===== config.mk =====
export PLATFORM = sky130hd
export DESIGN_NAME = sp_mem_arbiter
export DESIGN_NICKNAME = d
export VERILOG_FILES = /design/src/rtl/sp_mem_arbiter_pkg.sv /design/src/rtl/sp_mem_arbiter_perf_cnt.sv /design/src/rtl/sp_mem_arbiter.sv
export SDC_FILE = /design/constraint.sdc
export NUM_CORES = 1
export LEC_CHECK = 0
export CORE_AREA = 2 2 175 177
export CTS_CLUSTER_SIZE = 28
export DETAILED_ROUTE_END_ITERATION = 8
export DIE_AREA = 0 0 177 179
export GPL_TIMING_DRIVEN = 0
export SLEW_MARGIN = 20
export SYNTH_ARGS = -nofsm -noshare
export SYNTH_HDL_FRONTEND = slang
export SYNTH_HIERARCHICAL = 1
export SYNTH_SLANG_ARGS = --single-unit

===== constraint.sdc =====
create_clock -name clk -period 3.4 [get_ports clk]
set_clock_uncertainty 0.15 [all_clocks]
set_input_delay 0.68 -clock clk [delete_from_list [all_inputs] [get_ports clk]]
set_output_delay 0.68 -clock clk [all_outputs]
set_load 0.02 [all_outputs]

===== src/rtl/sp_mem_arbiter_pkg.sv =====
// Shared types and constants for the single-port SRAM arbiter.
// Owner encoding records who used the SRAM port in the previous cycle.
package sp_mem_arbiter_pkg;

    localparam int unsigned PERF_CNT_WIDTH = 32;

    typedef enum logic [1:0] {
        OWN_NONE     = 2'd0,
        OWN_AXI      = 2'd1,
        OWN_CORE     = 2'd2,
        OWN_CORE_ERR = 2'd3
    } owner_e;

    // True when the previous cycle carried a core access that owes a response.
    function automatic logic owner_is_core(input owner_e owner);
        return (owner == OWN_CORE) || (owner == OWN_CORE_ERR);
    endfunction

endpackage


===== src/rtl/sp_mem_arbiter_perf_cnt.sv =====
// Saturating event counter with synchronous clear (clear beats increment).
// Only instantiated when MEM_ARB_PERF_EN is defined.
module sp_mem_arbiter_perf_cnt
    import sp_mem_arbiter_pkg::*;
(
    input  logic                      clk,
    input  logic                      rst_n,
    input  logic                      clr,
    input  logic                      inc,
    output logic [PERF_CNT_WIDTH-1:0] count
);

    logic at_max;

    assign at_max = &count;

    always_ff @(posedge clk or negedge rst_n) begin
        if (!rst_n) begin
            count <= '0;
        end else if (clr) begin
            count <= '0;
        end else if (inc && !at_max) begin
            count <= count + PERF_CNT_WIDTH'(1);
        end
    end

endmodule


===== src/rtl/sp_mem_arbiter.sv =====
// Arbitrates a never-stalling AXI memory port (absolute priority) against the
// core LSU port onto one single-port SRAM. Optional conflict counter: MEM_ARB_PERF_EN.
module sp_mem_arbiter
    import sp_mem_arbiter_pkg::*;
#(
    parameter int unsigned ADDR_WIDTH = 10,
    parameter int unsigned DATA_WIDTH = 64,
    parameter int unsigned BE_WIDTH   = DATA_WIDTH / 8,
    parameter int unsigned NUM_WORDS  = 1024
) (
    input  logic                      clk,
    input  logic                      rst_n,

    input  logic                      axi_req_i,
    input  logic [ADDR_WIDTH-1:0]     axi_addr_i,
    input  logic                      axi_we_i,
    input  logic [BE_WIDTH-1:0]       axi_be_i,
    input  logic [DATA_WIDTH-1:0]     axi_wdata_i,
    output logic [DATA_WIDTH-1:0]     axi_rdata_o,

    input  logic                      core_req_i,
    output logic                      core_gnt_o,
    input  logic [ADDR_WIDTH-1:0]     core_addr_i,
    input  logic                      core_we_i,
    input  logic [BE_WIDTH-1:0]       core_be_i,
    input  logic [DATA_WIDTH-1:0]     core_wdata_i,
    output logic                      core_rvalid_o,
    output logic [DATA_WIDTH-1:0]     core_rdata_o,
    output logic                      core_err_o,

`ifdef MEM_ARB_PERF_EN
    input  logic                      perf_clr_i,
    output logic [PERF_CNT_WIDTH-1:0] conflict_cnt_o,
`endif

    output logic                      ram_en_o,
    output logic [ADDR_WIDTH-1:0]     ram_addr_o,
    output logic                      ram_we_o,
    output logic [BE_WIDTH-1:0]       ram_be_o,
    output logic [DATA_WIDTH-1:0]     ram_wdata_o,
    input  logic [DATA_WIDTH-1:0]     ram_rdata_i
);

    owner_e                owner_q;
    owner_e                owner_d;
    logic                  core_we_q;
    logic                  core_we_d;
    logic                  core_in_range;
    logic [DATA_WIDTH-1:0] rdata_q;

    // Addresses at or above the implemented depth never touch the macro.
    assign core_in_range = 32'(core_addr_i) < NUM_WORDS;

    // AXI read data comes straight from the macro, one cycle after its request.
    assign axi_rdata_o = ram_rdata_i;

    // Owner register plus the direction of the last granted core access.
    always_ff @(posedge clk or negedge rst_n) begin
        if (!rst_n) begin
            owner_q   <= OWN_NONE;
            core_we_q <= 1'b0;
        end else begin
            owner_q   <= owner_d;
            core_we_q <= core_we_d;
        end
    end

    // Arbitration, SRAM request mux and next owner.
    always_comb begin
        owner_d     = OWN_NONE;
        core_we_d   = 1'b0;
        core_gnt_o  = core_req_i & ~axi_req_i;
        ram_en_o    = 1'b0;
        ram_addr_o  = '0;
        ram_we_o    = 1'b0;
        ram_be_o    = '0;
        ram_wdata_o = '0;

        if (axi_req_i) begin
            owner_d     = OWN_AXI;
            ram_en_o    = 1'b1;
            ram_addr_o  = axi_addr_i;
            ram_we_o    = axi_we_i;
            ram_be_o    = axi_be_i;
            ram_wdata_o = axi_wdata_i;
        end else if (core_req_i) begin
            core_we_d = core_we_i;
            if (core_in_range) begin
                owner_d     = OWN_CORE;
                ram_en_o    = 1'b1;
                ram_addr_o  = core_addr_i;
                ram_we_o    = core_we_i;
                ram_be_o    = core_be_i;
                ram_wdata_o = core_wdata_i;
            end else begin
                owner_d = OWN_CORE_ERR;
            end
        end
    end

    // Held copy of the last core response data; AXI traffic never updates it.
    always_ff @(posedge clk or negedge rst_n) begin
        if (!rst_n) begin
            rdata_q <= '0;
        end else if (owner_q == OWN_CORE && !core_we_q) begin
            rdata_q <= ram_rdata_i;
        end else if (owner_q == OWN_CORE_ERR) begin
            rdata_q <= '0;
        end
    end

    // Response is decoded from the owner register; data is live only in the rvalid cycle.
    always_comb begin
        core_rvalid_o = owner_is_core(owner_q);
        core_err_o    = (owner_q == OWN_CORE_ERR);
        core_rdata_o  = rdata_q;
        if (owner_q == OWN_CORE && !core_we_q) begin
            core_rdata_o = ram_rdata_i;
        end else if (owner_q == OWN_CORE_ERR) begin
            core_rdata_o = '0;
        end
    end

`ifdef MEM_ARB_PERF_EN
    sp_mem_arbiter_perf_cnt u_perf_cnt (
        .clk   (clk),
        .rst_n (rst_n),
        .clr   (perf_clr_i),
        .inc   (axi_req_i & core_req_i),
        .count (conflict_cnt_o)
    );
`endif

endmodule


Yosys cells after proc, flatten, opt, wreduce, memory -nomap -nowiden:

Index checks and enable logic that the tools add are counted.

* output and inout port bits: 215
* logic and storage cells: 25
* input bits: 234
* register bits: 67

* bitwise logic cells: 2
* reductions and logical operators: 3
* equality and inequality tests: 2
* multiplexer cells: 15

Operators by type and width (count)
* $mux W64: 4
* $mux W10: 2
* $mux W8: 2
* $mux W1: 5
* $eq A2 B2 Y1 const B: 2
* $mux W2: 2
* $and A1 B1 Y1: 1
* $logic_and A1 B1 Y1: 1
* $logic_not A1 Y1: 1
* $logic_or A1 B1 Y1: 1
* $not A1 Y1: 1

Longest topological paths before layout:

* word-level depth: 3
* depth in mapped cells: 4
* mapped depth without buffers: 2

Least setup slack after synthesis:

OpenSTA, ideal clock, no wires.

* path type: input port to output port
* from: input port core_req_i
* to: output port ram_addr_o[0]
* required time: 2.570 ns
* slack: 1.178 ns
* path buffers: 2
* arrival time: 1.392 ns
* cell stages on the path: 4
* path through: nor2b_1 > buf_4 > buf_4 > a22o_1

* word-level cells in the longest chain between the ends: 2

Ends and longest elaborated chain
* start: declaration: RTL line sp_mem_arbiter.sv:21 `input logic core_req_i,`
* $mux W10: RTL line sp_mem_arbiter.sv:86 `end else if (core_req_i) begin`
* $mux W10: RTL line sp_mem_arbiter.sv:79 `if (axi_req_i) begin`
* end: declaration: RTL line sp_mem_arbiter.sv:37 `output logic [ADDR_WIDTH-1:0] ram_addr_o,`

Every way passes these cells.

Worst setup path in the final report:

* from: input port core_req_i
* to: output port ram_wdata_o[31]

* word-level cells in the longest chain between the ends: 2

Ends and longest elaborated chain
* $mux W64: RTL line sp_mem_arbiter.sv:86
* $mux W64: RTL line sp_mem_arbiter.sv:79
* end: declaration: RTL line sp_mem_arbiter.sv:40 `output logic [DATA_WIDTH-1:0] ram_wdata_o,`

Every way passes these cells.

==> results.md <==
* Post-synth net total at 765
* Global routing usage on met2 at 30.6%
* Post-route ant nets at 0
* Register area share after synthesis at about 34%
* Cell taking the most area after synthesis: dfrtp_1
* Final period util at 98.8%
* Fmax at ~300 MHz
* Clock Path Buffers at 2
* Die ar. at 31700 µm²
* Worst Setup SP: core_req_i
* Total CTS buffers at 9
* Syn Std Cell Area at 4900 µm²
* Clk sinks at 67
* DR vias/cell at 4.21
* Clk_lat worst skew at 330 ps
* Most frequent cells in the layout: 377 x clkdlybuf4s50_1, 82 x a22o_1, 75 x buf_4, 67 x dfrtp_1, 65 x nand2b_1
* Post-layout util at 34.1%
* Leak pwr at 4.47 nW
* CTS resizes at 52
* Placed insts at 1376
* Root Buffer: clkbuf_16
* Initial antenna violation count at 2
* Met3 Use GR at under 10%
* Commonest non-fill, non-tap cell in the layout: clkdlybuf4s50_1
* Distinct cells, synth at 17
* Critical Path Sink Type: primary output
* FP Rows at 64
* Final Hold Fails at 0
* Number of global-route vias before repair at 5943
* Total wire length at 29700 µm
* Cell Pwr Density at 339 nW/µm²
* Synth top area share at around 34%
* # port buffers at around 450
* GRT Max-Usage Layer: met2
* Ratio of cells with drive above 1 in the final layout at a little under an eighth
* RSZ-0062 raised after global routing: yes
* Minimum clock period at 3360 ps
* First-pass GRT wire length at 40500 µm
* DR WL/cell at 21.3 µm
* R2r endpoint: rdata_q[11]
* Hold Path Class: input pin to asynchronous set/reset pin
* Slew Viols, Final at 0
* Critical path type: input pin to primary output
* WP data required at 2570 ps
* Die Y at 179 µm
* Fin area at 10200 µm²
* Setup Buffers After CTS at 0
* Actual slew at the worst max-slew pin at 573 ps
* Routability congestion estimate at 0.813
* Run status: complete, no violations
* Worst VDD drop at 0.000146 V
* Post-CTS Hold Buffers at 0
* Pre-Repair DR Iteration Count at 4
* Crit path DAT at 2530 ps
* Post-synthesis cell count at 531
* Layout Cells excl Fill at between 1000 and 1500
* Nets at 1225
* Remaining DRCs at 0
* CTS tree: yes
* Met1 Use GR at 20.5%
* All-Layer GR Usage at between 10% and 20%
* Area post-placement at 9900 µm²
* CP Max Fanout at 10
* Critical Path Source Type: input pin
* Via Count at 5868
* Avg Synthesized Cell Area at 9.22 µm²
* Iter 0 DRT Violations at 276
* Grt ovf at 0
* Synth top area cells: dfrtp_1 34%, a22o_1 15%, o221ai_1 11%, buf_4 11%, nand3b_1 9.8%
* Starting density of the core at between 10% and 20%
* Setup violations, final at 0
* Post-DP HPWL at ~25000 µm
* Slew margin rel. at 61.8%
* Reg2reg path depth at 4
* I/O Pins at 449
* Core area at 30000 µm²
* Pin count of the biggest net entering global routing at 42
* Hold_ws at 115 ps
* Worst flop-to-flop path startpoint: core_we_q
* Clock slew at reported path FFs at 60 ps
* Fin Setup TNS at 0 ps
* H-tree depth at 3
* Die W at 177 µm
* Max-Cap Viols at 0
* #FFs+latches synth at 67
* YS warnings at 6
* Synthesis-to-finish area growth at 109%
* FF-to-FF setup slack at 1700 ps
-- sequential cells by signal (all words and copies together), names as in the netlist --
signal     flops
rdata_q       64
owner_q        2
core_we_q      1
-- cell type report --
type | count | area (µm²)
diodes | 1 | 2.50
well taps | 396 | 495
fillers | 3130 | 19800
inverters | 64 | 240
clock buffers | 10 | 239
repair buffers | 449 | 4540
flip-flops and latches | 67 | 1680
multi-input cells | 282 | 2210
plain buffers | 118 | 790
clock inverters | 6 | 50.0
-- logic make-up after synthesis --
kind of cell / after synthesis / synth area share (%)
buf+inv: 182 / 20.8
flops: 67 / 34.2
simple gates: 135 / 18.8
compound gates: 147 / 26.2
-- synth_stat cells --
cell and n:
o221ai_1 64, clkbuf_1 17, nand3b_1 64, nor2b_1 1
o21ai_1 1, clkbuf_8 1, buf_2 19, inv_1 64
buf_1 4, a22o_1 82, buf_6 3, or2_1 1
nand2b_1 65, buf_4 74, dfrtp_1 67, and2_1 2
nand2_1 2
-- critical path, stage by stage --
cell             delay [ps]
clkdlybuf4s50_1         520
nor2b_2                 210
buf_6                   180
buf_4                   180
a22o_1                  130
clkdlybuf4s50_1         610
-- power by group --
part	internal (W)	switching [W]	total, W	leakage (nW)
clock network	0.000520	0.000383	0.000903	0.135
logic	0.000817	0.000777	0.00159	3.47
registers	0.000911	0.0000569	0.000968	0.862
-- worst max path at each step --
stage,end,cells past startpoint
after CTS,ram_wdata_o[9],6
after floorplan,ram_addr_o[0],4
final,ram_wdata_o[31],6
after global routing,ram_wdata_o[45],6
after global placement,rdata_q[58],1
after detailed placement,ram_addr_o[3],5
-- per-layer routing --
layer,part of all wire [%],up-vias
met2,49,263
li1,-,2792
met4,2.5,2
met5,0.040,-
met1,39,2787
met3,9.2,24
-- stage by stage --
step	worst slack (ps)	total power, W
floorplan	1180	0.00168
global placement	-1150	0.00261
detailed placement	-505	0.00262
CTS	2.57	0.00353
global route	-4.66	0.00366
finish	41.8	0.00347
(Power assumes the default switching activity.)
